==> config.mk <==
export PLATFORM = sky130hd
export DESIGN_NAME = remote_cmd_sched_flat
export DESIGN_NICKNAME = d
export VERILOG_FILES = /design/src/rtl/remote_cmd_sched_pkg.sv /design/src/rtl/remote_cmd_sched_if.sv /design/src/rtl/remote_cmd_sched_rr_arb2.sv /design/src/rtl/remote_cmd_sched.sv /design/src/flat_wrapper.sv
export SDC_FILE = /design/constraint.sdc
export NUM_CORES = 1
export LEC_CHECK = 0
export ABC_AREA = 1
export CAP_MARGIN = 10
export CORE_MARGIN = 3
export CORE_UTILIZATION = 44
export CTS_CLUSTER_DIAMETER = 60
export DETAILED_ROUTE_END_ITERATION = 12
export PLACE_DENSITY = 0.77
export SYNTH_ARGS = -nofsm -noshare
export SYNTH_HDL_FRONTEND = slang
export SYNTH_SLANG_ARGS = --single-unit
export TNS_END_PERCENT = 50
==> constraint.sdc <==
create_clock -name clk -period 1.73 [get_ports clk]
set_input_delay 0.346 -clock clk [delete_from_list [all_inputs] [get_ports clk]]
set_output_delay 0.346 -clock clk [all_outputs]
set_load 0.005 [all_outputs]
==> src/rtl/remote_cmd_sched_pkg.sv <==
// Shared types and defaults for the remote command scheduler.
package remote_sched_pkg;

  localparam int unsigned SCHED_TOUT_DFLT  = 1_000_000;
  localparam int unsigned SCHED_RETRY_DFLT = 2;

  localparam int unsigned REQ_N  = 2;
  localparam int unsigned CMD_W  = 16;
  localparam int unsigned RESP_W = 8;

  typedef enum logic [2:0] {
    IDLE      = 3'd0,
    GRANT     = 3'd1,
    SEND      = 3'd2,
    WAIT_SENT = 3'd3,
    WAIT_RESP = 3'd4,
    DONE      = 3'd5
  } sched_state_t;

  // Completion payload returned to the requester with ack.
  typedef struct packed {
    logic              tout;
    logic [RESP_W-1:0] data;
  } resp_pl_t;

  // One-hot ack vector for a requester id.
  function automatic logic [REQ_N-1:0] id_onehot(input logic id);
    return id ? 2'b10 : 2'b01;
  endfunction

endpackage

==> src/rtl/remote_cmd_sched_if.sv <==
// Requester-side and transceiver-side signals of the command scheduler.
interface remote_cmd_sched_if;
  import remote_sched_pkg::*;

  logic [REQ_N-1:0]  req;
  logic [CMD_W-1:0]  cmd0;
  logic [CMD_W-1:0]  cmd1;
  logic [REQ_N-1:0]  ack;
  logic [RESP_W-1:0] resp_out;
  logic              tout;
  logic              busy;
  logic              send_cmd;
  logic [CMD_W-1:0]  cmd;
  logic              cmd_sent;
  logic              resp_rdy;
  logic [RESP_W-1:0] resp;

  // Environment side: requesters plus transceiver.
  modport master (
    output req, cmd0, cmd1, cmd_sent, resp_rdy, resp,
    input  ack, resp_out, tout, busy, send_cmd, cmd
  );

  // Scheduler side.
  modport slave (
    input  req, cmd0, cmd1, cmd_sent, resp_rdy, resp,
    output ack, resp_out, tout, busy, send_cmd, cmd
  );

endinterface

==> src/rtl/remote_cmd_sched_rr_arb2.sv <==
// Two-way round-robin arbiter; pointer advances only on an accepted grant.
module rr_arb2 (
  input  logic       clk,
  input  logic       rst,
  input  logic [1:0] req,
  input  logic       en,
  output logic       gnt_id,
  output logic       gnt_vld
);

  // Requester favoured on the next tie: the one not granted last (0 after reset).
  logic ptr;

  // Grant decode: single request wins outright, a tie goes to the favoured side.
  always_comb begin
    gnt_vld = |req;
    gnt_id  = (req == 2'b11) ? ptr : req[1];
  end

  // Pointer update on an accepted grant.
  always_ff @(posedge clk or posedge rst) begin
    if (rst) begin
      ptr <= 1'b0;
    end else if (en && gnt_vld) begin
      ptr <= ~gnt_id;
    end
  end

endmodule

==> src/rtl/remote_cmd_sched.sv <==
// Round-robin command scheduler onto a single serial command link.
// Optional build macro: REMOTE_SCHED_RETRY_EN (resend on timeout up to MAX_RETRY times).
module remote_cmd_sched
  import remote_sched_pkg::*;
#(
  parameter int unsigned TOUT_CYCLES = SCHED_TOUT_DFLT,
  parameter int unsigned MAX_RETRY   = SCHED_RETRY_DFLT
) (
  input  logic               clk,
  input  logic               rst,
  remote_cmd_sched_if.slave  bus
);

  localparam int unsigned CNT_W = $clog2(TOUT_CYCLES + 1);
  localparam logic [CNT_W-1:0] CNT_LAST = CNT_W'(TOUT_CYCLES - 1);

  sched_state_t      state;
  sched_state_t      state_next;
  logic [CNT_W-1:0]  tcnt;
  logic              id;
  logic [CMD_W-1:0]  cmd_q;
  logic              arb_en;
  logic              gnt_id;
  logic              gnt_vld;
  logic              timeout_c;
  logic              retry_ok_c;

  logic [REQ_N-1:0]  ack_d;
  logic [REQ_N-1:0]  ack_q;
  resp_pl_t          rsp_d;
  resp_pl_t          rsp_q;
  logic              busy_d;
  logic              busy_q;
  logic              send_d;
  logic              send_q;

  assign arb_en    = (state == IDLE);
  assign timeout_c = (tcnt == CNT_LAST);

  rr_arb2 u_arb (
    .clk     (clk),
    .rst     (rst),
    .req     (bus.req),
    .en      (arb_en),
    .gnt_id  (gnt_id),
    .gnt_vld (gnt_vld)
  );

`ifdef REMOTE_SCHED_RETRY_EN
  localparam int unsigned RTY_W = $clog2(MAX_RETRY + 2);
  logic [RTY_W-1:0] rty;

  assign retry_ok_c = (rty < RTY_W'(MAX_RETRY));

  // Resend count: cleared per grant, bumped on each timeout-driven resend.
  always_ff @(posedge clk or posedge rst) begin
    if (rst) begin
      rty <= '0;
    end else if (state == GRANT) begin
      rty <= '0;
    end else if ((state == WAIT_SENT || state == WAIT_RESP) && state_next == SEND) begin
      rty <= rty + RTY_W'(1);
    end
  end
`else
  // Retries compiled out; MAX_RETRY is kept so both builds share one parameter list.
  assign retry_ok_c = 1'b0 && (MAX_RETRY != 0);
`endif

  // State register.
  always_ff @(posedge clk or posedge rst) begin
    if (rst) begin
      state <= IDLE;
    end else begin
      state <= state_next;
    end
  end

  // Next-state logic; a response beats a timeout in the same cycle.
  always_comb begin
    state_next = state;
    case (state)
      IDLE:      if (gnt_vld) state_next = GRANT;
      GRANT:     state_next = SEND;
      SEND:      state_next = WAIT_SENT;
      WAIT_SENT, WAIT_RESP: begin
        if (bus.resp_rdy) begin
          state_next = DONE;
        end else if (timeout_c) begin
          state_next = retry_ok_c ? SEND : DONE;
        end else if (state == WAIT_SENT && bus.cmd_sent) begin
          state_next = WAIT_RESP;
        end
      end
      DONE:      state_next = IDLE;
      default:   state_next = IDLE;
    endcase
  end

  // Output decode from the next state, so the registered outputs track the state.
  always_comb begin
    ack_d  = '0;
    rsp_d  = '0;
    busy_d = (state_next != IDLE);
    send_d = (state_next == SEND);
    if (state_next == DONE) begin
      ack_d = id_onehot(id);
      if (bus.resp_rdy) begin
        rsp_d.data = bus.resp;
      end else begin
        rsp_d.tout = 1'b1;
      end
    end
  end

  // Output registers.
  always_ff @(posedge clk or posedge rst) begin
    if (rst) begin
      ack_q  <= '0;
      rsp_q  <= '0;
      busy_q <= 1'b0;
      send_q <= 1'b0;
    end else begin
      ack_q  <= ack_d;
      rsp_q  <= rsp_d;
      busy_q <= busy_d;
      send_q <= send_d;
    end
  end

  // Winner id, latched command, and saturating cycles-since-SEND counter.
  always_ff @(posedge clk or posedge rst) begin
    if (rst) begin
      id    <= 1'b0;
      cmd_q <= '0;
      tcnt  <= '0;
    end else begin
      if (arb_en && gnt_vld) begin
        id <= gnt_id;
      end
      if (state == GRANT) begin
        cmd_q <= id ? bus.cmd1 : bus.cmd0;
      end
      if (state_next == SEND) begin
        tcnt <= '0;
      end else if ((state == SEND || state == WAIT_SENT || state == WAIT_RESP) && tcnt != '1) begin
        tcnt <= tcnt + CNT_W'(1);
      end
    end
  end

  assign bus.ack      = ack_q;
  assign bus.resp_out = rsp_q.data;
  assign bus.tout     = rsp_q.tout;
  assign bus.busy     = busy_q;
  assign bus.send_cmd = send_q;
  assign bus.cmd      = cmd_q;

endmodule
==> src/flat_wrapper.sv <==
// flat-port wrapper written by rule: the top's interface ports become plain ports
module remote_cmd_sched_flat import remote_sched_pkg::*;
#(
  parameter int unsigned TOUT_CYCLES = SCHED_TOUT_DFLT,
  parameter int unsigned MAX_RETRY   = SCHED_RETRY_DFLT
)
  (clk, rst, bus_req, bus_cmd0, bus_cmd1, bus_cmd_sent, bus_resp_rdy, bus_resp, bus_ack, bus_resp_out, bus_tout, bus_busy, bus_send_cmd, bus_cmd);
  remote_cmd_sched_if bus_i ();
  input  logic clk;
  input  logic rst;
  input wire logic [$bits(bus_i.req)-1:0] bus_req;
  input wire logic [$bits(bus_i.cmd0)-1:0] bus_cmd0;
  input wire logic [$bits(bus_i.cmd1)-1:0] bus_cmd1;
  input wire logic [$bits(bus_i.cmd_sent)-1:0] bus_cmd_sent;
  input wire logic [$bits(bus_i.resp_rdy)-1:0] bus_resp_rdy;
  input wire logic [$bits(bus_i.resp)-1:0] bus_resp;
  output wire logic [$bits(bus_i.ack)-1:0] bus_ack;
  output wire logic [$bits(bus_i.resp_out)-1:0] bus_resp_out;
  output wire logic [$bits(bus_i.tout)-1:0] bus_tout;
  output wire logic [$bits(bus_i.busy)-1:0] bus_busy;
  output wire logic [$bits(bus_i.send_cmd)-1:0] bus_send_cmd;
  output wire logic [$bits(bus_i.cmd)-1:0] bus_cmd;
  assign bus_i.req = bus_req;
  assign bus_i.cmd0 = bus_cmd0;
  assign bus_i.cmd1 = bus_cmd1;
  assign bus_i.cmd_sent = bus_cmd_sent;
  assign bus_i.resp_rdy = bus_resp_rdy;
  assign bus_i.resp = bus_resp;
  assign bus_ack = bus_i.ack;
  assign bus_resp_out = bus_i.resp_out;
  assign bus_tout = bus_i.tout;
  assign bus_busy = bus_i.busy;
  assign bus_send_cmd = bus_i.send_cmd;
  assign bus_cmd = bus_i.cmd;
  remote_cmd_sched #(.TOUT_CYCLES(TOUT_CYCLES), .MAX_RETRY(MAX_RETRY)) u_core (.clk(clk), .rst(rst), .bus(bus_i));
endmodule
Yosys cells after proc, flatten, opt, wreduce, memory -nomap -nowiden

Cells that the tools add are included.

RAM bits: 0
Input port bits: 46
Bits in registers: 54
Memories kept: 0
Output and inout bits: 29
Memory bits (read-only): 0
Latch bits: 0

Bitwise gates (word level): 1
Reductions and logical operators: 10
Mux-type cells: 14
$mul: 0
Add/sub/neg operators: 1
Shift operators: 0
Equality and inequality tests: 9
Divide/modulo/power cells: 0
$lt $le $gt $ge: 0

Operators with widths:

| operator                                                               | number |
|---|---|
| 20-bit 2-to-1 mux                                                      | 2 |
| 20-bit by 1-bit adder with 20-bit output (second input constant)       | 1 |
| 20-bit equality test (second input constant)                           | 1 |
| 20-bit inequality test (second input constant)                         | 1 |
| 16-bit 2-to-1 mux                                                      | 1 |
| 3-bit 2-to-1 mux                                                       | 4 |
| 3-bit case mux with 4 select lines                                     | 1 |
| 3-bit by 2-bit equality test with 1-bit output (second input constant) | 3 |
| 9-bit 2-to-1 mux                                                       | 1 |
| 8-bit 2-to-1 mux                                                       | 1 |
| 3-bit equality test (second input constant)                            | 2 |
| 2-bit 2-to-1 mux                                                       | 2 |
| 2-bit OR reduction                                                     | 2 |
| 3-bit by 1-bit equality test with 1-bit output (second input constant) | 1 |
| 1-bit logical AND                                                      | 3 |
| 3-bit zero test                                                        | 1 |
| 3-bit nonzero test                                                     | 1 |
| 2-bit equality test (second input constant)                            | 1 |
| 1-bit logical OR                                                       | 2 |
| 1-bit 2-to-1 mux                                                       | 2 |
| 2-bit nonzero test                                                     | 1 |
| 1-bit inverter                                                         | 1 |

Logic depth before layout (Yosys ltp)

Gate-level depths: netlist of the first run.

Word-level depth: 8
Mapped depth: 12
Gate-level depth less buffers: 11

By module

From an unflattened synthesis of the first run, not the netlist that was laid out.

Cell total of the unflattened synthesis: 368
Area total of the unflattened synthesis: 2,770.2 µm²

Modules (own cells, without submodules):

| module           | area each (µm²) | instances | cells an instance | sequential area each (µm²) |
|---|---|---|---|---|
| remote_cmd_sched | 2,707.6         | 1         | 359               | 1,326.3 |
| rr_arb2          | 62.6            | 1         | 9                 | 25.0 |

Worst setup path after synthesis of the first run

No wires, ideal clock.

Kind: flip-flop to flip-flop
From: register u_core.tcnt[0]
To: register u_core.tcnt[15]
Arrival time: 1.487 ns
Path buffers: 1
Data required time: 1.612 ns
Stages on the path, launching flop included: 12
Setup slack: 0.125 ns
Library setup time: 0.118 ns
Clock period less this slack: 1.605 ns
Cells stage by stage: dfrtp_1 ha_1 nand2_1 nor2_2 nand2_2 nor2_4 nand2_2 nand2_4 nand2_2 buf_4 nand3_1 nand2_1

Word-level cells in the longest chain between the ends: 6
Elaborated cells on any way between the ends: 11
Those cells by class: add/sub: 1; eq/ne: 3; mux: 5; reduce/logical: 2

Ends and longest elaborated chain:

| what                                                           | RTL line                | RTL |
|---|---|---|
| start: declaration                                             | remote_cmd_sched.sv:19  | `logic [CNT_W-1:0] tcnt;` |
| start signal: assignment                                       | remote_cmd_sched.sv:147 | `tcnt <= tcnt + CNT_W'(1);` |
| 20-bit equality test                                           | remote_cmd_sched.sv:38  | `assign timeout_c = (tcnt == CNT_LAST);` |
| 3-bit 2-to-1 mux                                               | remote_cmd_sched.sv:89  | `end else if (timeout_c) begin` |
| 3-bit 2-to-1 mux                                               | remote_cmd_sched.sv:87  | `if (bus.resp_rdy) begin` |
| 3-bit case mux with 4 select lines                             | remote_cmd_sched.sv:82  | `case (state)` |
| 3-bit by 2-bit equality test with 1-bit output                 | remote_cmd_sched.sv:144 | `if (state_next == SEND) begin` |
| 20-bit 2-to-1 mux / 2-bit nonzero test (equally long branches) | n/a                     |  |

Several ways; a longest one is shown, not always the timed one. The select of a mux whose other input is x is not followed.
A chain may end at the register's enable or synchronous reset.

Worst setup path after layout of the first run

From: register u_core.tcnt[0]
To: register u_core.tcnt[3]

Same word-level chain as after synthesis.

==> results of run 1 <==
==> registers in the layout, indices dropped and copies added, names as in the netlist <==
signal	cells
u_core.state	3
u_core.bus.busy	1
u_core.bus.tout	1
u_core.bus.send_cmd	1
u_core.bus.resp_out	8
u_core.id	1
u_core.bus.ack	2
u_core.u_arb.ptr	1
u_core.tcnt	20
u_core.bus.cmd	16
==> cell usage in the layout (no fill, tap or decap), types with 2 or more instances in the layout <==
cell type | Yosys | routed
sky130_fd_sc_hd__clkbuf_8 | 0 | 5
sky130_fd_sc_hd__nand2_2 | 4 | 4
sky130_fd_sc_hd__buf_4 | 1 | 17
sky130_fd_sc_hd__inv_1 | 28 | 27
sky130_fd_sc_hd__a21oi_1 | 3 | 2
sky130_fd_sc_hd__nand2_1 | 114 | 114
sky130_fd_sc_hd__nand4_1 | 2 | 2
sky130_fd_sc_hd__o21ai_2 | 3 | 3
sky130_fd_sc_hd__dfrtp_1 | 54 | 54
sky130_fd_sc_hd__nand3_1 | 21 | 20
sky130_fd_sc_hd__nor3_1 | 2 | 2
sky130_fd_sc_hd__clkdlybuf4s50_1 | 0 | 74
sky130_fd_sc_hd__xnor2_1 | 2 | 2
sky130_fd_sc_hd__nand3b_1 | 3 | 3
sky130_fd_sc_hd__inv_2 | 1 | 2
sky130_fd_sc_hd__o31ai_1 | 16 | 16
sky130_fd_sc_hd__xor2_1 | 11 | 11
sky130_fd_sc_hd__nor2_2 | 2 | 3
sky130_fd_sc_hd__o21ai_0 | 3 | 3
sky130_fd_sc_hd__nor2_1 | 86 | 85
==> cell type report <==
| type | instances | area share (%) |
|---|---|---|
| clock buffers | 6 | 1.890 |
| clock inverters | 1 | 0.1955 |
| inverters | 31 | 3.161 |
| multi-input cells | 278 | 33.69 |
| flip-flops and latches | 54 | 35.19 |
| well taps | 75 | 2.444 |
| repair buffers | 93 | 23.43 |
==> worst max path at each step <==
stage,cells past startpoint,startpoint,endpoint,slack (ns)
finish,9,u_core.tcnt[0],u_core.tcnt[3],0.06
global route,9,u_core.tcnt[0],u_core.tcnt[3],-0.02
CTS,11,u_core.tcnt[1],u_core.tcnt[15],0.02
detailed placement,11,u_core.tcnt[1],u_core.tcnt[2],0.02
global placement,11,u_core.tcnt[1],u_core.tcnt[19],0.08
floorplan,1,rst,u_core.bus.ack[0],0.07
==> where the power goes <==
| group | switching [mW] | leakage, nW | internal (mW) |
|---|---|---|---|
| clock | 0.401 | 0.0373 | 0.279 |
| sequential | 0.205 | 0.706 | 1.62 |
| combinational | 1.34 | 1.08 | 1.10 |
| total | 1.94 | 1.82 | 3.00 |
==> metal layers <==
layer | wire, um | up-vias | GRT usage [%]
met5 | 0 | - | 0
met4 | 98 | 0 | 4.892
met3 | 307 | 11 | 3.842
met2 | 3407 | 61 | 32.73
met1 | 2986 | 1216 | 25.78
li1 | - | 1343 | -
==> per-stage QoR <==
stage               util [%]  worst slack, ns
floorplan                  -          0.06942
global placement       61.35          0.07547
detailed placement     61.35          0.01896
CTS                    62.74          0.02173
global route           63.36         -0.02279
finish                 63.36          0.05743
==> repair_timing <==
item | in CTS | in global routing
pin swaps | 0 | 3
setup buffers | 0 | 3
resized for setup | 1 | 4
endpoints found under the setup margin | 3 | 22
==> cells by family after synthesis <==
group                    Yosys count
adder cells (fa/ha/maj)            1
AND/OR/NAND/NOR                  237
AO/OA/AOI/OAI                     27
XOR/XNOR                          13
flip-flops                        54
buffers and inverters             42
==> summary by stage, run 1 <==
Outcome
The flow ran to the end, and the final reports show no timing, DRC or antenna violations.

Yosys
For this run, the leading register cell type out of synthesis is sky130_fd_sc_hd__dfrtp_1. Yosys instantiated no cell more often than sky130_fd_sc_hd__nand2_1. Synthesis produced a netlist whose cell count is 374. Of the post-synthesis cell area, the dominant cell type holds 48.04%. After synthesis, the share of flip-flops with an asynchronous set or reset is 100.0%. Sorting the synthesized cells by area gives the leading types as sky130_fd_sc_hd__dfrtp_1 48%, sky130_fd_sc_hd__nand2_1 15%, sky130_fd_sc_hd__nor2_1 11%, sky130_fd_sc_hd__o31ai_1 4.3%, sky130_fd_sc_hd__inv_1 3.7%.

The library cell with the largest summed area after synthesis is sky130_fd_sc_hd__dfrtp_1. Yosys mapped a number of flops with a built-in enable equal to 0. The post-synthesis sequential element count is 54. The sequential area share after synthesis is 48.04%. By area, the combinational part of the netlist is dominated by simple AND/OR/NAND/NOR gates. The post-synthesis instance area is 2813 um2. The synthesized netlist devotes 4.048% of its cell area to XOR and XNOR gates. The portion of synthesized area spent on multiplexers is 0%. The number of distinct library cell variants in the gate-level netlist after synthesis is 29. The number of nets in the synthesized netlist is 421. The number of warnings issued by yosys is 0. The synthesized netlist devotes less than 1% of its cell area to adder and majority cells. By count the netlist is led by 114 x sky130_fd_sc_hd__nand2_1, 86 x sky130_fd_sc_hd__nor2_1, 54 x sky130_fd_sc_hd__dfrtp_1.

Summing the areas of all and, or, nand and nor instances in the mapped netlist gives 34.39% of the synthesized area. The synthesized netlist devotes about 6.7% of its cell area to compound gates. The mean instance size in the synthesized netlist is roughly 7.5 um2.

Final layout
0 antenna diodes ended up in the layout. Leaving out filler cells and counting taps, the final layout contains 538. The synthesis-to-finish area growth is 36.52%. The multi-input combinational cells in the finished layout cover a total of 1294 um2. The layout cell share with drive strength beyond 1 is 9.287%. The footprint of the flip-flops and latches is 1351 um2. After routing the design area is 3840 um2. The count of fill cells added during filler insertion is between 500 and 600. The number of nets at the end of the flow is 510.

Setup path
STA classifies the critical path endpoint as a flip-flop. The largest fanout on the critical path is 6. The arrival time of the worst setup path is about 1.9 ns.

The signal on the critical path passes through ha_1 -> nand2_1 -> nor2_2 -> nand2_2 -> nor2_4 -> buf_4 -> a21oi_2 -> nand4_1 -> o21ai_1. Across all register-to-register paths, the minimum setup slack is roughly 0.057 ns. The startpoint kind of the worst setup timing path is a flip-flop. Among cell families on the critical path, the largest total delay comes from simple AND/OR/NAND/NOR gates. The startpoint identified for the worst register-to-register timing path is u_core.tcnt[0]. In this design, the stage delay of the slowest critical-path cell is about 0.4 ns.

The worst register-to-register path has a depth of 9. The number of buffer and inverter instances along the worst setup path is 1. The endpoint of the lowest-slack register-to-register path is u_core.tcnt[3]. At the worst endpoint, the required time is ~2.0 ns. The type of the setup path with the least slack is reg -> reg. The slowest cell on the critical path is sky130_fd_sc_hd__dfrtp_1.

STA
For the pin with the worst max-slew slack, the measured transition is 0.5314 ns. For the final database, setup skew stands at around 0.0071 ns. The fraction of the cycle the final worst path needs is between 90 and 100%. The final hold violation count was 0. The final-report max-slew violation count is 0. Setup violations remaining at the end of the flow were counted as 0. The final hold slack is ~0.29 ns.

Counting I/O delays and the setup requirement, the final critical path takes 1.673 ns. The worst slew slack as a fraction of its limit is 64.36%. Setup repair after global routing could not meet its margin everywhere. The maximum achievable frequency is 597.9 MHz.

For the final routed database, the setup TNS stands at 0 ns.

Clock network
The CTS tree is built. The clock-pin transition on the worst setup and hold timing paths is roughly 0.090 ns. The clock tree buffer depth is 2. Clock tree synthesis inserted a total of 5 buffers. The number of levels in the clock H-tree is 2. The number of buffers added to fix hold violations after cts is 0. At the later pin of the worst-skew pair, clock insertion delay measures 0.30 ns. The number of sinks on the clock net is between 50 and 60. The library cell used as clock root buffer is sky130_fd_sc_hd__clkbuf_8.

Routing
The first detailed-routing pass ran for 4 iterations. After the first detailed-routing iteration, the DRC count stood at 171. The total number of vias is 2631. The DRC violations left is 0. The per-cell via count in the routed design is 4.890. The routed design has 6.799 mm of wire. Once detail routing completed, the nets flagged for antenna violations numbered 0. In the final routed layout, each cell accounts on average for approximately 13 um.

Floorplan
The floorplan has 28 rows. Measured along the y axis, the die boundary spans 85.96 um. The I/O pin count is 75. The area of the core is around 6100 um2. The die footprint is between 7000 and 8000 um2.

The floorplan step set the die width to 85.96 um. The initial utilization of the core area, before any placement, comes to 46.41%.

Placement
Buffers placed on the I/O ports in this run total 74. The placed instances occupy a cell area of 3719 um2. The cell count after placement is 528.

The estimated wirelength of the detail-placed design is 5.066 mm. The global placer's final weighted congestion is 0.9353.

Pwr
The post-layout total power is 4.938 mW. IR analysis of the VDD net gives a maximum drop of 0.0008939 V. The analysis attributes to cell leakage a power of 1.823 nW. Dividing total power by cell area gives a power density of 1286 nW/um2.

Global routing
Summed over all layers, the global routing overflow is 0. The global-route wire length before repair is between 10 and 15 mm. The initial antenna violation count is 0. The via count of the first global-routing pass is around 2600. The pin count of the biggest net entering global routing is 45. The overall global routing resource usage is 19.49%.

Job
The number of max-cap violations is 0.

Min path
The worst hold path belongs to the class in -> async.
No activity file was read; power rests on OpenSTA's default activity.
==> run 2: changes to the inputs <==
==> constraint.sdc (replaced) <==
create_clock -name clk -period 1.73 [get_ports clk]
set_input_delay 0.346 -clock clk [delete_from_list [all_inputs] [get_ports clk]]
set_output_delay 0.346 -clock clk [all_outputs]
set_load 0.1 [all_outputs]
==> run 2 against run 1 <==
Against the previous run: hold slack got worse by 0.093 ns; sequential share of layout area decreased by 3.0 points; power increased by 59%; global-route usage increased by 1.4 points; worst setup slack improved by 0.037 ns; critical path depth increased by 2; maximum frequency increased by 2.3%; sequential power increased by 9%; clock power increased by 28%; critical path type unchanged.
==> summary by stage, run 2 (synthesis results as in run 1) <==
Clock network
The number of sinks on the clock net is 54 (unchanged). The clock tree buffer depth came to 2 (unchanged). The CTS tree is built (unchanged). The library cell used as clock root buffer is sky130_fd_sc_hd__clkbuf_8 (unchanged).

The number of levels in the clock H-tree came to 2 (unchanged). The number of buffers added to fix hold violations after cts was 0 (unchanged). The clock latency of the later-clocked register in the worst-skew pair is 0.31 ns (was 0.30 ns).

The clock-pin transition on the worst setup and hold timing paths is 0.10 ns (was 0.09 ns). The TritonCTS buffer count is 5 (unchanged).

Routing
The remaining antenna violation count after routing is 0 (unchanged). The initial DRC count is 188 (was 171). The length of the first detailed-routing pass in iterations is 4 (unchanged). The mean routed wirelength per cell was 13.37 um (was 12.64 um). The per-cell via count in the routed design is 4.868 (was 4.890).

The overall routed net length came to 7.205 mm (was 6.799 mm). The DRC violations left is 0 (unchanged). The total number of vias is 2624 (was 2631).

Floorplan
The starting density of the core is 46.41% (unchanged). The die width was 85.96 um (unchanged). The vertical extent of the die is 85.96 um (unchanged). The I/O pin count is 75 (unchanged). The area of the core is 6061 um2 (unchanged).

The standard-cell row count was 28 (unchanged). The die footprint was 7388 um2 (unchanged).

Final layout
The total area of multi-input combinational cells was 1326 um2 (was 1294 um2). The count of fill cells added during filler insertion is 481 (was 533). The layout cell share with drive strength beyond 1 is 17.03% (was 9.287%). The post-route cell area came to 4202 um2 (was 3840 um2).

The number of flip-flops in the largest register is 20 (unchanged). The synthesis-to-finish area growth is 49.38% (was 36.52%). The number of non-filler instances in the completed layout is 539 (was 538). The register with the highest flop count is u_core.tcnt (unchanged). The number of diodes added for antenna fixing came to 0 (unchanged). The most common cell after layout, fill and taps aside is sky130_fd_sc_hd__nand2_1 (unchanged). The number of nets at the end of the flow came to 510 (unchanged).

The footprint of the flip-flops and latches is 1351 um2 (unchanged). Leading cell types in the layout, fill and taps excluded: 110 x sky130_fd_sc_hd__nand2_1, 85 x sky130_fd_sc_hd__nor2_1, 54 x sky130_fd_sc_hd__dfrtp_1 (was 114 x sky130_fd_sc_hd__nand2_1, 85 x sky130_fd_sc_hd__nor2_1, 74 x sky130_fd_sc_hd__clkdlybuf4s50_1).

Pwr
The maximum resistive drop on vdd was 0.001519 V (was 0.0008939 V). The switching power is 4.075 mW (was 1.943 mW). The internal power is 3.782 mW (was 2.995 mW). The static leakage came to 1.997 nW (was 1.823 nW). The combinational power share came to 63.7% (was 49.3%).

The share of total power consumed by net switching is 51.87% (was 39.35%). The sequential group share of total power is 25.3% (was 37.0%). The power density of the placed cells is 1870 nW/um2 (was 1286 nW/um2). The clock network fraction of total power came to 11.0% (was 13.8%).

STA
The least setup slack across all paths after layout is 0.09452 ns (was 0.05743 ns). The final count of negative-setup-slack endpoints was 0 (unchanged). The final critical delay including setup and external delays is 1.635 ns (was 1.673 ns). The worst slew slack as a fraction of its limit is 66.15% (was 64.36%).

The final hold violation count is 0 (unchanged). The final-report max-slew violation count is 0 (unchanged). Unrepaired setup endpoints after global routing: yes (unchanged).

The maximum achievable frequency is 611.4 MHz (was 597.9 MHz). The final hold slack is 0.1930 ns (was 0.2860 ns). The fraction of the cycle the final worst path needs came to 94.54% (was 96.68%). The transition time of the tightest slew-check pin is 0.5046 ns (was 0.5314 ns). The total negative slack is 0 ns (unchanged).

The worst clock skew is 0.006915 ns (was 0.007072 ns).

Global routing
The remaining global-route overflow came to 0 (unchanged). The global-route wire length before repair is 12.30 mm (was 11.72 mm). The overall global routing resource usage is 20.85% (was 19.49%). The pin count of the biggest net entering global routing is 54 (was 45). The via count of the first global-routing pass is 2688 (was 2576).

The initial antenna violation count came to 0 (unchanged).

Setup path
The category of cells accounting for the largest share of critical-path delay was simple AND/OR/NAND/NOR gates (unchanged). The number of buffer and inverter instances along the worst setup path is 1 (unchanged). Crit path cell chain: ha_2 -> nand2_2 -> nor2_4 -> nand2_2 -> nor2_4 -> nand2_2 -> nand2_4 -> nand2_8 -> buf_6 -> nand3_2 -> nand2_1 (was ha_1 -> nand2_1 -> nor2_2 -> nand2_2 -> nor2_4 -> buf_4 -> a21oi_2 -> nand4_1 -> o21ai_1). The slowest cell on the critical path is sky130_fd_sc_hd__dfrtp_1 (unchanged). The maximum single-stage delay on the critical path is 0.39 ns (was 0.40 ns). The endpoint type of the worst setup path is a flip-flop (unchanged). The number of logic stages on the critical path including buffering was 11 (was 9). The largest fanout on the critical path was 5 (was 6). The source of the worst register-to-register timing path is u_core.tcnt[1] (was u_core.tcnt[0]).

The endpoint of the lowest-slack register-to-register path is u_core.tcnt[15] (was u_core.tcnt[3]). The worst path required time is 1.94 ns (was 1.96 ns). The register-to-register setup slack is 0.09 ns (was 0.06 ns). The number of cells traversed by the worst register-to-register path is 11 (was 9). The arrival time of the worst setup path is 1.84 ns (was 1.90 ns).

The type of the setup path with the least slack is reg -> reg (unchanged). The startpoint kind of the worst setup timing path is a flip-flop (unchanged). The critical path's most frequent cell is sky130_fd_sc_hd__nand2_2.

Placement
The cell count after placement is 526 (was 528). The global placer's final weighted congestion was 0.9499 (was 0.9353). The estimated wirelength of the detail-placed design came to 5.306 mm (was 5.066 mm). The placed standard-cell area is 3994 um2 (was 3719 um2).

The total of buffers placed on input and output ports came to 74 (unchanged). The placement-stage worst setup slack is 0.007244 ns (was 0.01896 ns).

Job
The number of max-cap violations is 0 (unchanged).

Outcome
Result of the run: finished, final reports clean (unchanged).

Min path
The path class of the lowest-slack min-delay path is in -> async (unchanged).
-- run 2: cell count changes in the layout (fill, tap and decap cells not counted), moves of 3 or more --
| cell | delta |
|---|---|
| sky130_fd_sc_hd__nand2_2 | +3 |
| sky130_fd_sc_hd__nand2_1 | -4 |
| sky130_fd_sc_hd__clkdlybuf4s50_1 | -29 |
| sky130_fd_sc_hd__buf_12 | +29 |
-- run 2: final cells by class --
class / instances / area share (%)
clock buffers: 5 / 1.638
clock inverters: 3 / 1.042
inverters: 31 / 2.948
multi-input cells: 278 / 31.57
flip-flops and latches: 54 / 32.16
well taps: 75 / 2.233
repair buffers: 93 / 28.41
-- run 2: power groups by stage --
stage / registers [mW] / clock network [mW] / logic, mW
4_1_cts: 1.98 / 0.888 / 4.82
2_1_floorplan: 3.65 / 0 / 1.38
3_3_place_gp: 1.98 / 0 / 4.73
3_5_place_dp: 2.01 / 0 / 4.79
5_1_grt: 2.03 / 0.943 / 5.32
6_report: 1.99 / 0.868 / 5.00
-- run 2: routing by layer --
layer,global-route usage [%],vias up,part of all wire [%]
met5,0,-,0
met4,6.763,0,1.0
met3,3.746,7,4.1
met2,37.28,48,52
met1,25.23,1221,43
li1,-,1348,-
-- run 2: how the worst max path moves through the flow --
| stage | slack, ns | endpoint | startpoint |
|---|---|---|---|
| CTS | 0.006 | u_core.tcnt[15] | u_core.tcnt[1] |
| detailed placement | 0.007 | u_core.tcnt[17] | u_core.tcnt[1] |
| finish | 0.09 | u_core.tcnt[15] | u_core.tcnt[1] |
| floorplan | 0.07 | u_core.bus.ack[0] | rst |
| global placement | 0.07 | u_core.tcnt[19] | u_core.tcnt[1] |
| global route | -0.08 | u_core.bus.ack[1] | u_core.tcnt[1] |
-- run 2: what timing repair did --
action | 4_1_cts | 5_1_grt
endpoints found under the setup margin | 8 | 22
gates resized for setup | 1 | 16
cloned | 0 | 1
pin swaps | 0 | 6
buffers inserted | 0 | 4
-- run 2: worst reg2reg max path, delay by kind of cell (launching register included) --
kind,cells,cell delay [ns]
and+or+nand+nor,9,0.78
DFF,1,0.39
adders and majority gates,1,0.22
buffers and inverters,1,0.14
-- run 2: stage by stage --
stage | util [%] | total power, mW
after floorplan | - | 5.033
after detailed placement | 65.90 | 6.803
after CTS | 67.82 | 7.692
after global placement | 65.90 | 6.703
final | 69.32 | 7.857
after global routing | 69.32 | 8.291
==> run 3: changes to the inputs <==
GPL_ROUTABILITY_DRIVEN = 0   (was default)
GPL_TIMING_DRIVEN = 1   (was default)
==> run 3 against run 2 <==
Against the previous run: clock-buffer cell count increased by 1; sequential power about the same; via count increased by 3.0%; maximum frequency decreased by 1.4%; hold slack improved by 0.16 ns; worst setup slack got worse by 0.023 ns; largest power group unchanged; first-iteration DRC count increased by 22%; core utilization decreased by 0.25 points; global-route usage decreased by 0.62 points; largest cell class unchanged; cell area decreased by 0.36%; wire length decreased by 0.32%.
==> summary by stage, run 3 (synthesis results as in run 1) <==
STA
The final hold slack came to 0.3495 ns (was 0.1930 ns). The final-report max-slew violation count is 0 (unchanged). The worst clock skew came to 0.008341 ns (was 0.006915 ns). The fraction of the cycle the final worst path needs is 95.88% (was 94.54%).

The least setup slack across all paths after layout came to 0.07135 ns (was 0.09452 ns). The maximum achievable frequency is 602.9 MHz (was 611.4 MHz). The final hold violation count is 0 (unchanged). The transition time of the tightest slew-check pin was 0.5006 ns (was 0.5046 ns). The worst slew slack as a fraction of its limit is 66.42% (was 66.15%). The final count of negative-setup-slack endpoints came to 0 (unchanged).

The final critical delay including setup and external delays is 1.659 ns (was 1.635 ns).

Routing
The initial DRC count is 229 (was 188). The mean routed wirelength per cell was 13.35 um (was 13.37 um). The length of the first detailed-routing pass in iterations is 4 (unchanged).

The total number of vias was 2704 (was 2624). The per-cell via count in the routed design is 5.026 (was 4.868). The overall routed net length is 7.182 mm (was 7.205 mm). The DRC violations left came to 0 (unchanged).

The remaining antenna violation count after routing is 0 (unchanged).

Clock network
The clock latency of the later-clocked register in the worst-skew pair is 0.31 ns (about the same). The clock-pin transition on the worst setup and hold timing paths came to 0.10 ns (about the same). The number of levels in the clock H-tree was 2 (unchanged). The clock tree buffer depth came to 2 (unchanged). The library cell used as clock root buffer is sky130_fd_sc_hd__clkbuf_8 (unchanged). The CTS tree was built (unchanged). The TritonCTS buffer count came to 5 (unchanged). The number of sinks on the clock net is 54 (unchanged).

Final layout
The post-route cell area was 4187 um2 (was 4202 um2). The number of flip-flops in the largest register came to 20 (unchanged). Leading cell types in the layout, fill and taps excluded: 111 x sky130_fd_sc_hd__nand2_1, 84 x sky130_fd_sc_hd__nor2_1, 54 x sky130_fd_sc_hd__dfrtp_1 (was 110 x sky130_fd_sc_hd__nand2_1, 85 x sky130_fd_sc_hd__nor2_1, 54 x sky130_fd_sc_hd__dfrtp_1).

The layout cell share with drive strength beyond 1 was 16.85% (was 17.03%). The register with the highest flop count is u_core.tcnt (unchanged). The most common cell after layout, fill and taps aside was sky130_fd_sc_hd__nand2_1 (unchanged).

The number of nets at the end of the flow was 509 (was 510). The synthesis-to-finish area growth was 48.84% (was 49.38%). The number of diodes added for antenna fixing is 0 (unchanged).

Global routing
The via count of the first global-routing pass is 2580 (was 2688). The overall global routing resource usage is 20.23% (was 20.85%). The fraction of met1 tracks used by global routing is 24.82% (was 25.23%).

The initial antenna violation count is 0 (unchanged). The remaining global-route overflow came to 0 (unchanged). The global-route met2 utilization is 34.41% (was 37.28%). The global-route wire length before repair is 11.98 mm (was 12.30 mm). The busiest layer in global routing is met2 (unchanged). The global-route met3 utilization is 4.707% (was 3.746%).

The pin count of the biggest net entering global routing is 44 (was 54).

Pwr
The maximum resistive drop on vdd came to 0.001540 V (was 0.001519 V). The power density of the placed cells is 1828 nW/um2 (was 1870 nW/um2). The post-layout total power came to 7.652 mW (was 7.857 mW). The static leakage is 1.990 nW (was 1.997 nW).

Floorplan
The I/O pin count is 75 (unchanged). The starting density of the core is 46.41% (unchanged). The die width is 85.96 um (unchanged). The die footprint is 7388 um2 (unchanged). The area of the core was 6061 um2 (unchanged).

The standard-cell row count is 28 (unchanged). The vertical extent of the die came to 85.96 um (unchanged).

Placement
The total of buffers placed on input and output ports came to 74 (unchanged). The placed standard-cell area came to 4011 um2 (was 3994 um2). The placement-stage worst setup slack is -0.005001 ns (was 0.007244 ns). The estimated wirelength of the detail-placed design is 5.279 mm (was 5.306 mm).

Setup path
The endpoint type of the worst setup path is a flip-flop (unchanged). The arrival time of the worst setup path is 1.89 ns (was 1.84 ns). The worst path required time came to 1.97 ns (was 1.94 ns).

The register-to-register setup slack came to 0.07 ns (was 0.09 ns). The startpoint kind of the worst setup timing path is a flip-flop (unchanged). The type of the setup path with the least slack is reg -> reg (unchanged).

The largest fanout on the critical path is 4 (was 5).

Min path
The path class of the lowest-slack min-delay path was in -> async (unchanged).

Outcome
Result of the run: finished, final reports clean (unchanged).

Job
The number of max-cap violations came to 0 (unchanged).
## run 3: path summary, 6_finish.rpt
path | startpoint | endpoint | depth (start not counted)
max in group asynchronous | rst | u_core.bus.ack[1] | 3
min | rst | u_core.tcnt[2] | 2
min in group clk | u_core.u_arb.ptr | u_core.u_arb.ptr | 2
min reg2reg | u_core.u_arb.ptr | u_core.u_arb.ptr | 2
max reg2reg | u_core.tcnt[1] | u_core.bus.ack[1] | 10
max | u_core.tcnt[1] | u_core.bus.ack[1] | 10
## run 3: layout make-up
class                           instances  area [um2]
Tap cell                               75       93.84
Clock buffer                            6       82.58
Clock inverter                          2       16.27
Timing Repair Buffer                   92        1207
Multi-Input combinational cell        278        1311
Inverter                               31       123.9
Fill cell                             467        1874
Sequential cell                        54        1351
## run 3: metal layers
| metal | up-vias | part of all wire [%] |
|---|---|---|
| met1 | 1258 | 40 |
| met3 | 14 | 5.9 |
| li1 | 1340 | - |
| met4 | 0 | 2.0 |
| met2 | 92 | 52 |
| met5 | - | 0 |
## run 3: stage by stage
stage / setup TNS, ns / instances / utilization (%)
2_1_floorplan: 0 / 374 / -
3_3_place_gp: 0 / 525 / 66.19
3_5_place_dp: -0.006062 / 525 / 66.19
4_1_cts: 0 / 533 / 67.88
5_1_grt: -0.3752 / 538 / 69.08
6_report: 0 / 538 / 69.08
## run 3: repair_timing
action / CTS / global route
gates cloned: 0 / 0
endpoints found under the setup margin: 6 / 22
setup buffers: 0 / 5
pin swaps: 0 / 4
hold buffers: 0 / 0
gates resized for setup: 1 / 11
## run 3: critical path, stage by stage, from the launching register on
cell	delay, ns
sky130_fd_sc_hd__dfrtp_1	0.40
sky130_fd_sc_hd__ha_2	0.20
sky130_fd_sc_hd__buf_4	0.13
sky130_fd_sc_hd__nand3_2	0.15
sky130_fd_sc_hd__nor2_1	0.18
sky130_fd_sc_hd__nand3_1	0.11
sky130_fd_sc_hd__nand3_1	0.10
sky130_fd_sc_hd__nand2_1	0.08
sky130_fd_sc_hd__inv_1	0.09
sky130_fd_sc_hd__nand2_2	0.07
sky130_fd_sc_hd__nor2_1	0.08
## run 3: report_power, final
group          internal (mW)  switching, mW  leakage [nW]
clock                  0.331          0.440        0.0478
combinational           1.69           3.22          1.24
sequential              1.62          0.349         0.706
total                   3.65           4.01          1.99
